<file path="config.mk">
export PLATFORM = sky130hd
export DESIGN_NAME = mul
export DESIGN_NICKNAME = d
export VERILOG_FILES = /design/src/rtl/mul_pkg.sv /design/src/rtl/mul.sv
export SDC_FILE = /design/constraint.sdc
export NUM_CORES = 1
export LEC_CHECK = 0
export CELL_PAD_IN_SITES_DETAIL_PLACEMENT = 1
export CELL_PAD_IN_SITES_GLOBAL_PLACEMENT = 2
export CORE_UTILIZATION = 33
export CTS_CLUSTER_SIZE = 10
export DETAILED_ROUTE_END_ITERATION = 8
export PLACE_DENSITY_LB_ADDON = 0.15
export SLEW_MARGIN = 5
export SYNTH_ARGS = -nofsm -noshare
export SYNTH_HDL_FRONTEND = slang
export SYNTH_SLANG_ARGS = --single-unit
</file>
<file path="constraint.sdc">
create_clock -name clk -period 8.1 [get_ports clk]
set_clock_uncertainty 0.05 [all_clocks]
set_input_delay 1.215 -clock clk [delete_from_list [all_inputs] [get_ports clk]]
set_output_delay 1.215 -clock clk [all_outputs]
set_load 0.01 [all_outputs]
</file>
<file path="src/rtl/mul_pkg.sv">
// -----------------------------------------------------------------------------
// mul_pkg -- shared arithmetic-core definitions.
//
// Holds the multiplier operation encoding (mul_mode_t), the divider's
// operation constants, and the operand-magnitude helper used by the multiplier.
// -----------------------------------------------------------------------------
package mul_pkg;

    localparam int MUL_WIDTH   = 32;
    localparam int MUL_COUNT_W = 6;   // holds 0..32

    // Multiplier operation, matching the encoding on the mode port.
    typedef enum logic [1:0] {
        MODE_MUL    = 2'b00,  // low word, unsigned x unsigned
        MODE_MULH   = 2'b01,  // high word, signed x signed
        MODE_MULHSU = 2'b10,  // high word, signed x unsigned
        MODE_MULHU  = 2'b11   // high word, unsigned x unsigned
    } mul_mode_t;

    // Divider operation constants (shared with the divider block).
    localparam logic [1:0] DIV_OP_DIV  = 2'b00;
    localparam logic [1:0] DIV_OP_DIVU = 2'b01;
    localparam logic [1:0] DIV_OP_REM  = 2'b10;
    localparam logic [1:0] DIV_OP_REMU = 2'b11;

    // Magnitude of an operand: negated only when it is treated as signed and
    // negative. 0x80000000 maps to itself, which is the correct unsigned
    // magnitude 2^31.
    function automatic logic [MUL_WIDTH-1:0] operand_mag(
        input logic [MUL_WIDTH-1:0] value,
        input logic                 is_signed
    );
        if (is_signed && value[MUL_WIDTH-1])
            return ~value + 1'b1;
        else
            return value;
    endfunction

endpackage

</file>
<file path="src/rtl/mul.sv">
// -----------------------------------------------------------------------------
// mul -- 32-cycle shift-and-add multiplier supporting MUL/MULH/MULHSU/MULHU.
//
// Ports:
//   clk          in   rising-edge clock
//   reset_n      in   asynchronous active-low reset
//   kick         in   start request, accepted only while ready=1
//   mode         in   2-bit operation (see mul_mode_t)
//   multiplicand in   operand A (signed for MULH/MULHSU)
//   multiplier   in   operand B (signed for MULH only)
//   ready        out  idle / result valid
//   ready_pre    out  high the cycle before ready rises
//   product      out  64-bit sign-corrected product
//   result       out  low word for MUL, high word otherwise
//
// Operands are converted to magnitudes on kick; the unsigned magnitudes are
// multiplied over exactly 32 cycles and the sign is applied combinationally
// at the output, so product/result hold until the next accepted kick.
// -----------------------------------------------------------------------------
module mul
    import mul_pkg::*;
#(
    parameter int WIDTH = 32
) (
    input  logic               clk,
    input  logic               reset_n,
    input  logic               kick,
    input  logic [1:0]         mode,
    input  logic [WIDTH-1:0]   multiplicand,
    input  logic [WIDTH-1:0]   multiplier,
    output logic               ready,
    output logic               ready_pre,
    output logic [2*WIDTH-1:0] product,
    output logic [WIDTH-1:0]   result
);

    // Registered state
    logic [MUL_COUNT_W-1:0] count_q,  count_d;
    logic [2*WIDTH-1:0]     acc_q,    acc_d;
    logic [WIDTH-1:0]       mag_a_q,  mag_a_d;
    logic [WIDTH-1:0]       mag_b_q,  mag_b_d;
    logic                   negate_q, negate_d;
    mul_mode_t              mode_q,   mode_d;

    // Operand decode for the incoming request
    mul_mode_t          mode_in;
    logic               a_signed;
    logic               b_signed;
    logic [2*WIDTH-1:0] addend;

    assign mode_in  = mul_mode_t'(mode);
    assign a_signed = (mode_in == MODE_MULH) || (mode_in == MODE_MULHSU);
    assign b_signed = (mode_in == MODE_MULH);

    // A-magnitude aligned to the weight of the current B bit. count runs
    // 32 down to 1, so the shift runs 0 up to 31; the 64-bit width keeps
    // every product bit.
    assign addend = {{WIDTH{1'b0}}, mag_a_q} << (MUL_COUNT_W'(WIDTH) - count_q);

    // NOTE: every always_comb target gets a default first, so no path can
    // leave it unassigned and infer a latch.
    always_comb begin
        count_d  = count_q;
        acc_d    = acc_q;
        mag_a_d  = mag_a_q;
        mag_b_d  = mag_b_q;
        negate_d = negate_q;
        mode_d   = mode_q;

        if (count_q == '0) begin
            // IDLE: results hold until a kick is accepted.
            if (kick) begin
                mag_a_d  = operand_mag(multiplicand, a_signed);
                mag_b_d  = operand_mag(multiplier,   b_signed);
                negate_d = (a_signed & multiplicand[WIDTH-1])
                         ^ (b_signed & multiplier[WIDTH-1]);
                mode_d   = mode_in;
                acc_d    = '0;
                count_d  = MUL_COUNT_W'(WIDTH);
            end
        end else begin
            // BUSY: one multiplier bit per cycle, no early exit.
            if (mag_b_q[0])
                acc_d = acc_q + addend;
            mag_b_d = mag_b_q >> 1;
            count_d = count_q - 1'b1;
        end
    end

    // NOTE: sequential state uses non-blocking assignments so every register
    // samples the pre-edge values computed above.
    // NOTE: the operand registers are reset too; it costs nothing here and
    // keeps the state fully defined after an aborted operation.
    always_ff @(posedge clk or negedge reset_n) begin
        if (!reset_n) begin
            count_q  <= '0;
            acc_q    <= '0;
            mag_a_q  <= '0;
            mag_b_q  <= '0;
            negate_q <= 1'b0;
            mode_q   <= MODE_MUL;
        end else begin
            count_q  <= count_d;
            acc_q    <= acc_d;
            mag_a_q  <= mag_a_d;
            mag_b_q  <= mag_b_d;
            negate_q <= negate_d;
            mode_q   <= mode_d;
        end
    end

    assign ready     = (count_q == '0);
    assign ready_pre = (count_q == MUL_COUNT_W'(1));
    assign product   = negate_q ? (~acc_q + 1'b1) : acc_q;
    assign result    = (mode_q == MODE_MUL) ? product[WIDTH-1:0]
                                            : product[2*WIDTH-1:WIDTH];

endmodule

</file>
### After elaboration in Yosys (flattened, before gate mapping)

Index checks and enable logic that the tools add are counted.

* flip-flop bits (word level): 137
* input port bits: 69
* output and inout bits: 98
* logic and storage cells: 42

* add/sub/neg operators: 6
* equality and inequality tests: 4
* shift operators: 1
* mux-type cells: 11
* bitwise logic cells: 6
* reduce and logical (&&, ||, !) cells: 8

Operator list (number)
* $mux W64: 4
* $mux W32: 5
* $add A32 B1 Y32 const B: 2
* $add A64 B1 Y64 const B: 1
* $add A64 B64 Y64: 1
* $not A32 Y32: 2
* $not A64 Y64: 1
* $shl A32 B6 Y64: 1
* $mux W6: 2
* $eq A6 B1 Y1 const B: 1
* $logic_not A6 Y1: 1
* $sub A6 B1 Y6 const B: 1
* $sub A6 B6 Y6 const A: 1
* $reduce_and A2 Y1: 2
* $and A1 B1 Y1: 2
* $eq A2 B1 Y1 const B: 1
* $eq A2 B2 Y1 const B: 1
* $logic_and A1 B1 Y1: 2
* $logic_not A2 Y1: 1
* $ne A2 B2 Y1 const B: 1
* $reduce_bool A2 Y1: 1
* $logic_or A1 B1 Y1: 1
* $xor A1 B1 Y1: 1

### Logic depth before layout (Yosys ltp)

Gate-level depths: netlist (run 1).

* depth after elaboration: 5
* mapped depth: 29
* mapped depth without buffers: 22

### Worst setup path before layout (run 1)

OpenSTA, ideal clock, no wires.

* kind: reg-to-reg
* from: reg count_q[0]
* to: reg acc_q[60]
* setup time: 0.129 ns
* arrival time: 6.353 ns
* data required time: 7.921 ns
* setup slack: 1.568 ns
* cell stages (with the launch flop): 28
* buffers on the path: 8
* clock period less this slack: 6.532 ns
* cells stage by stage: dfrtp_1 buf_2 buf_2 buf_1 clkbuf_1 inv_1 ha_1 clkbuf_1 clkbuf_1 clkbuf_1 mux4_2 mux2i_1 nand2_1 o21ai_0 nor2_1 a21oi_1 o22ai_1 ha_1 clkbuf_1 nand4_1 or3_1 nor3_1 or4b_1 o21ai_1 a21boi_1 o41a_1 xor2_1 o21ai_1

* word-level cells in the longest chain between the ends: 5
* elaborated cells between the ends (all ways): 9
* classes of those cells: add/sub (2); eq/ne (1); shift (1); mux (2); reduce/logical (3)

Ends and longest elaborated chain
* from (decl): RTL line mul.sv:38 `logic [MUL_COUNT_W-1:0] count_q, count_d;`
* from (signal assigned): RTL line mul.sv:103 `count_q <= count_d;`
* $sub A6 B6 Y6: RTL line mul.sv:58 `assign addend = {{WIDTH{1'b0}}, mag_a_q} << (MUL_COUNT_W'(WIDTH) - count_q);`
* $shl A32 B6 Y64: RTL line mul.sv:58
* $add A64 B64 Y64: RTL line mul.sv:84 `acc_d = acc_q + addend;`
* $mux W64: RTL line mul.sv:83 `if (mag_b_q[0])`
* $mux W64: RTL line mul.sv:70 `if (count_q == '0) begin`
* to (signal assigned): RTL line mul.sv:97 `acc_q <= '0;`
* to (signal assigned): RTL line mul.sv:104 `acc_q <= acc_d;`
* to (decl): RTL line mul.sv:39 `logic [2*WIDTH-1:0] acc_q, acc_d;`

Parallel ways exist; a longest one is shown, timed or not. The select of a mux whose other input is x is not followed.
A chain may end at the register's enable or synchronous reset.

### Final worst setup path (run 1)

Ends and elaborated chain as after synthesis.

==> out/qor.txt, run 1 <==
Worst skew pair latency = 0.47 ns
Synthesized flop and latch total = 137
Post-CTS Hold Fix Bufs = 0
DRC errors left = 1
CTS buffer count = 17
H-Tree Depth = 4
Primary FF master, synth = dfrtp_1
Synth Warn # = 0
Startpoint types = flop
Cell area after synthesis = 0.0144 mm2
Worst Path Arrival = 6.80 ns
Status = complete, but fails checks
Area growth from synthesis to layout = 19.3%
Req. time, crit path = 8.43 ns
Fin nets = 2165
I/O Pins = 167
Detailed Place HPWL = 44.8 mm
GPL Wtd Cong = 0.950
Largest cells by area after synthesis = dfrtp_1 24%, nand2_1 8.2%, o21ai_0 7.4%
Crit-path max cell delay = 1.09 ns
WS Path Type = flop to flop
Setup-failing EPs final = 0
R2R setup slack = 1.62 ns
HP Class = flop to flop
Hold Vio Cnt, Final = 0
Syn Nets = 2083
Clock Sinks = 137
Seq/Total Area, Yosys = 0.239
Number of synthesized flops with an enable pin = 0
Area share of the largest cell type after synthesis = 0.239
Avg WL per Cell = 21.0 um
Global-route wire length before repair = 86.2 mm
Row cnt = 76
DR vias = 14.5k
Count of cell types in the netlist = 77
# Post-CTS Setup Buffers = 0
Tightest Pin Transition = 1.17 ns
CP max-delay cell = ha_1
CP Max Fanout = 36
Core area = 0.0430 mm2
Max-cap violations = 0
Pre-antenna DRT Iters = 7
Failing checks = DRC
Fraction of layout cells with a size suffix above 1 = 0.0633
Slew margin rel. = 0.217
Synth Area per Inst = 7.38 um2
Iter 0 DRT Violations = 817
Routed Antenna Nets = 0
Post-Synthesis Cells = 1944
Setup TNS = 0 ns
CTS tree = yes
FMAX = 154 MHz
IO Port Bufs = 166
Commonest cells post-synth = 313 x nand2_1, 211 x o21ai_0, 195 x nor2_1, 163 x a21oi_1, 137 x dfrtp_1
CP endpoint kind = flop
Vias/cell = 5.53
Largest net degree at the start of global routing = 87
CTS clk-pin slew, worst paths = 0.07 ns
WL final = 55.1 mm
Root Driver = clkbuf_16
Clock buffer depth = 2
Total gr overflow = 0
Initial Util = 0.334
Die Height = 211 um
Leading area contributor after synthesis = dfrtp_1
Number of diodes = 0
Crit path time final = 6.48 ns
Unrepaired setup endpoints after global routing = false
Fraction of registers with async set/reset = 1.00
Post-CTS Resized = 0
Number of global-route vias before repair = 14.6k
All-Layer GR Usage = 0.252
Final Max Tran Viols = 0
Die area = 0.0443 mm2
Die Span X = 211 um
Antenna violations before repair = 0
CP Cell Sequence = inv_1, ha_1, inv_2, mux2i_1, mux2i_1, o21ai_0, nor2_1, o32ai_1, ha_1, nand4_1, or3_1, nor3_1, or4b_1, o21ai_1, a21boi_1, o41a_1, xor2_1, o21ai_1
Cell with the most instances after synthesis = nand2_1
Final Cycle Share = 0.800
## cells in the final DEF (no fill, tap or decap), types with 11 or more instances in the layout
cell	n
nand2_1	312
o21ai_0	211
nor2_1	195
clkdlybuf4s50_1	165
a21oi_1	162
dfrtp_1	135
xnor2_1	115
ha_1	69
xor2_1	57
o31ai_1	40
a21o_1	39
mux2i_1	38
or3_1	33
inv_1	32
nor3_1	32
nand4_1	32
nand3_1	31
mux2_2	21
buf_4	20
o22ai_1	18
mux4_2	17
clkbuf_16	17
a31oi_1	16
nand2b_1	14
nor4_1	12
o21bai_1	12
o41ai_1	12
o21a_1	12
or4_1	11
## worst paths after layout
path / to / depth (start not counted) / startpoint
max in group asynchronous: negate_q / 2 / reset_n
setup reg to reg: acc_q[60] / 18 / count_q[0]
min in group asynchronous: acc_q[53] / 1 / reset_n
hold reg to reg: mag_b_q[9] / 2 / mag_b_q[10]
hold / removal: mag_b_q[9] / 2 / mag_b_q[10]
setup / recovery: acc_q[60] / 18 / count_q[0]
## metal layers
layer / track usage / share of wire / vias to the layer above
li1: - / - / 7124
met4: 0.0945 / 0.032 / 0
met1: 0.340 / 0.47 / 6990
met2: 0.410 / 0.46 / 318
met5: 0 / 0 / -
met3: 0.0305 / 0.038 / 71
## kinds of logic after synthesis
group,Yosys count,share of synthesized area
muxes,76,0.0696
adders and majority gates,70,0.0615
xor gates and xnor gates,179,0.109
buffers and inverters,158,0.0418
DFF,137,0.239
AOI/OAI and AO/OA,593,0.248
and+or+nand+nor,731,0.231
## through the flow
stage / area [um2] / hold slack (ns) / util / setup slack [ns] / instances
after floorplan: 14400 / 0.395 / - / 1.57 / 1944
after global placement: 16500 / 0.412 / 0.385 / 1.79 / 2592
after detailed placement: 16500 / 0.419 / 0.385 / 1.72 / 2592
after CTS: 17100 / 0.436 / 0.398 / 1.67 / 2624
after global routing: 17100 / 0.454 / 0.398 / 1.19 / 2624
final: 17100 / 0.429 / 0.398 / 1.62 / 2624
## critical path, delay by kind of cell, from the launching register on
family	cells	cell delay [ns]
AO/OA/AOI/OAI	6	1.90
XOR/XNOR	1	0.15
adder cells (fa/ha/maj)	2	1.50
buffers and inverters	2	0.43
flip-flops	1	0.41
multiplexers	2	0.50
AND/OR/NAND/NOR	5	1.41
## registers in the layout (all words and copies together) (netlist names)
register  flops
acc_q        64
mag_a_q      32
mag_b_q      32
count_q       6
mode_q        2
negate_q      1
## final cells by class
cell class | count | area (um2)
tap | 585 | 732
multi-input combinational | 1649 | 10400
fill | 5320 | 25900
sequential | 137 | 3430
timing repair buffer | 186 | 1810
clock inverter | 14 | 166
inverter | 35 | 131
clock buffer | 18 | 429
Power of run 1 is left out: the tool's default activity adds up to more than one toggle a clock period on the data nets, which glitch-free logic cannot reach.
==> run 2: changes to the inputs <==
==> constraint.sdc (replaced) <==
create_clock -name clk -period 6.5 [get_ports clk]
set_clock_uncertainty 0.05 [all_clocks]
set_input_delay 0.975 -clock clk [delete_from_list [all_inputs] [get_ports clk]]
set_output_delay 0.975 -clock clk [all_outputs]
set_load 0.01 [all_outputs]
==> out/qor.txt, run 2 (synthesized netlist as in run 1, its figures left out) <==
Largest register FFs = 64 (unchanged)
Die Height = 211 um (unchanged)
Register area = 0.00343 mm2 (unchanged)
WL final = 56.5 mm (was 55.1 mm)
Initial Util = 0.334 (unchanged)
# Post-CTS Setup Buffers = 0 (unchanged)
Setup-failing EPs final = 0 (unchanged)
Number of global-route vias before repair = 14.6k (about the same)
Worst Path Arrival = 6.31 ns (was 6.80 ns)
Fraction of layout cells with a size suffix above 1 = 0.0669 (was 0.0633)
Die Span X = 211 um (unchanged)
Area growth from synthesis to layout = 19.8% (was 19.3%)
Total gr overflow = 0 (unchanged)
R2R cell count = 19 (was 18)
Largest net degree at the start of global routing = 84 (was 87)
Final Cycle Share = 0.928 (was 0.800)
Number of fill cells in the layout = 5331 (was 5320)
Hold Crit Depth = 2 (unchanged)
CTS clk-pin slew, worst paths = 0.07 ns (about the same)
HP Class = flop to flop (unchanged)
Max-cap violations = 0 (unchanged)
Core area = 0.0430 mm2 (unchanged)
Global-route wire length before repair = 87.4 mm (was 86.2 mm)
Worst skew pair latency = 0.48 ns (was 0.47 ns)
Hold Vio Cnt, Final = 0 (unchanged)
Tightest Pin Transition = 1.10 ns (was 1.17 ns)
Unrepaired setup endpoints after global routing = false (unchanged)
H-Tree Depth = 4 (unchanged)
GPL Wtd Cong = 0.940 (was 0.950)
Routed Antenna Nets = 0 (unchanged)
I/O Pins = 167 (unchanged)
Avg WL per Cell = 21.5 um (was 21.0 um)
All-Layer GR Usage = 0.259 (was 0.252)
Detailed Place HPWL = 46.1 mm (was 44.8 mm)
Most common cell after layout, fill and taps aside = nand2_1 (unchanged)
Vias/cell = 5.52 (was 5.53)
Antenna violations before repair = 0 (unchanged)
FMAX = 166 MHz (was 154 MHz)
CP endpoint kind = flop (unchanged)
GR Util met1 = 0.345 (was 0.340)
CTS buffer count = 17 (unchanged)
Fin nets = 2173 (was 2165)
Commonest cells after routing, fill and taps aside = 312 x nand2_1, 211 x o21ai_0, 195 x nor2_1 (unchanged)
DR vias = 14.5k (about the same)
Crit path time final = 6.03 ns (was 6.48 ns)
Most Crowded Layer GR = met2 (unchanged)
Status = finished, final reports clean (was complete, but fails checks)
Req. time, crit path = 6.78 ns (was 8.43 ns)
Clock Sinks = 137 (unchanged)
CTS tree = yes (unchanged)
Startpoint types = flop (unchanged)
Biggest regs = acc_q (64), mag_a_q (32), mag_b_q (32) (unchanged)
Biggest register = acc_q (unchanged)
IO Port Bufs = 166 (unchanged)
Iter 0 DRT Violations = 788 (was 817)
Root Driver = clkbuf_16 (unchanged)
DRC errors left = 0 (was 1)
GRT met3 Usage = 0.0349 (was 0.0305)
Slew margin rel. = 0.267 (was 0.217)
Met2 usage = 0.429 (was 0.410)
Pre-antenna DRT Iters = 5 (was 7)
Footprint of the multi-input gates = 0.0104 mm2 (about the same)
Setup TNS = 0 ns (unchanged)
WS Path Type = flop to flop (unchanged)
Row cnt = 76 (unchanged)
Clock buffer depth = 2 (unchanged)
Die area = 0.0443 mm2 (unchanged)
CP Max Fanout = 28 (was 36)
Final Max Tran Viols = 0 (unchanged)
run 2: cell count changes in the layout (fill, tap and decap cells not counted), moves of 2 or more:
cell        change
clkinvlp_4      +2
inv_6           -2
buf_4           +8
clkinv_4        -3
inv_8           +2
run 2: metal layers:
metal  vias to the layer above  wire length [um]
met1                      7059             26800
met5                         -                 0
li1                       7151                 -
met4                         0              1460
met2                       263             26500
met3                        54              1740
run 2: worst max-delay path: stages, from the launching register on:
cell	delay [ns]
dfrtp_2	0.44
inv_1	0.11
ha_1	0.37
xor2_4	0.65
buf_4	0.30
mux2i_1	0.37
a21oi_1	0.16
a21oi_1	0.31
nor2_1	0.11
ha_1	0.40
a21oi_1	0.25
o21ai_0	0.18
a221oi_1	0.42
o221ai_1	0.26
a221oi_1	0.33
o21ai_1	0.21
a21boi_1	0.46
o31a_1	0.21
xor2_1	0.17
o21ai_0	0.10
run 2: repair_timing:
action                     CTS  global route
setup endpoints to repair    0             1
gates resized for setup      0             1
hold endpoints to repair     0             0
hold buffers                 0             0
run 2: final cells by class:
class / count / share of cell area
Tap cell: 585 / 0.0426
Timing Repair Buffer: 194 / 0.109
Multi-Input combinational cell: 1649 / 0.606
Sequential cell: 137 / 0.200
Antenna cell: 1 / 0.000146
Clock buffer: 19 / 0.0258
Inverter: 35 / 0.00764
Clock inverter: 13 / 0.00931
run 2: path summary, 6_finish.rpt:
kind | start | slack (ns) | to
max in group asynchronous | reset_n | 4.68 | acc_q[3]
min in group asynchronous | reset_n | 0.50 | acc_q[54]
max | count_q[0] | 0.47 | acc_q[48]
min reg2reg | mag_b_q[14] | 0.43 | mag_b_q[13]
min | mag_b_q[14] | 0.43 | mag_b_q[13]
max reg2reg | count_q[0] | 0.47 | acc_q[48]
run 2: per-stage QoR:
stage / utilization / setup WS, ns / cell area [um2] / cells / hold slack (ns)
floorplan: - / 0.173 / 14400 / 1944 / 0.395
global route: 0.400 / 0.0522 / 17200 / 2632 / 0.456
CTS: 0.400 / 0.262 / 17200 / 2632 / 0.438
detailed placement: 0.386 / 0.275 / 16600 / 2600 / 0.417
global placement: 0.386 / 0.295 / 16600 / 2600 / 0.407
finish: 0.400 / 0.469 / 17200 / 2633 / 0.430
Power of run 2 is left out for the same reason.
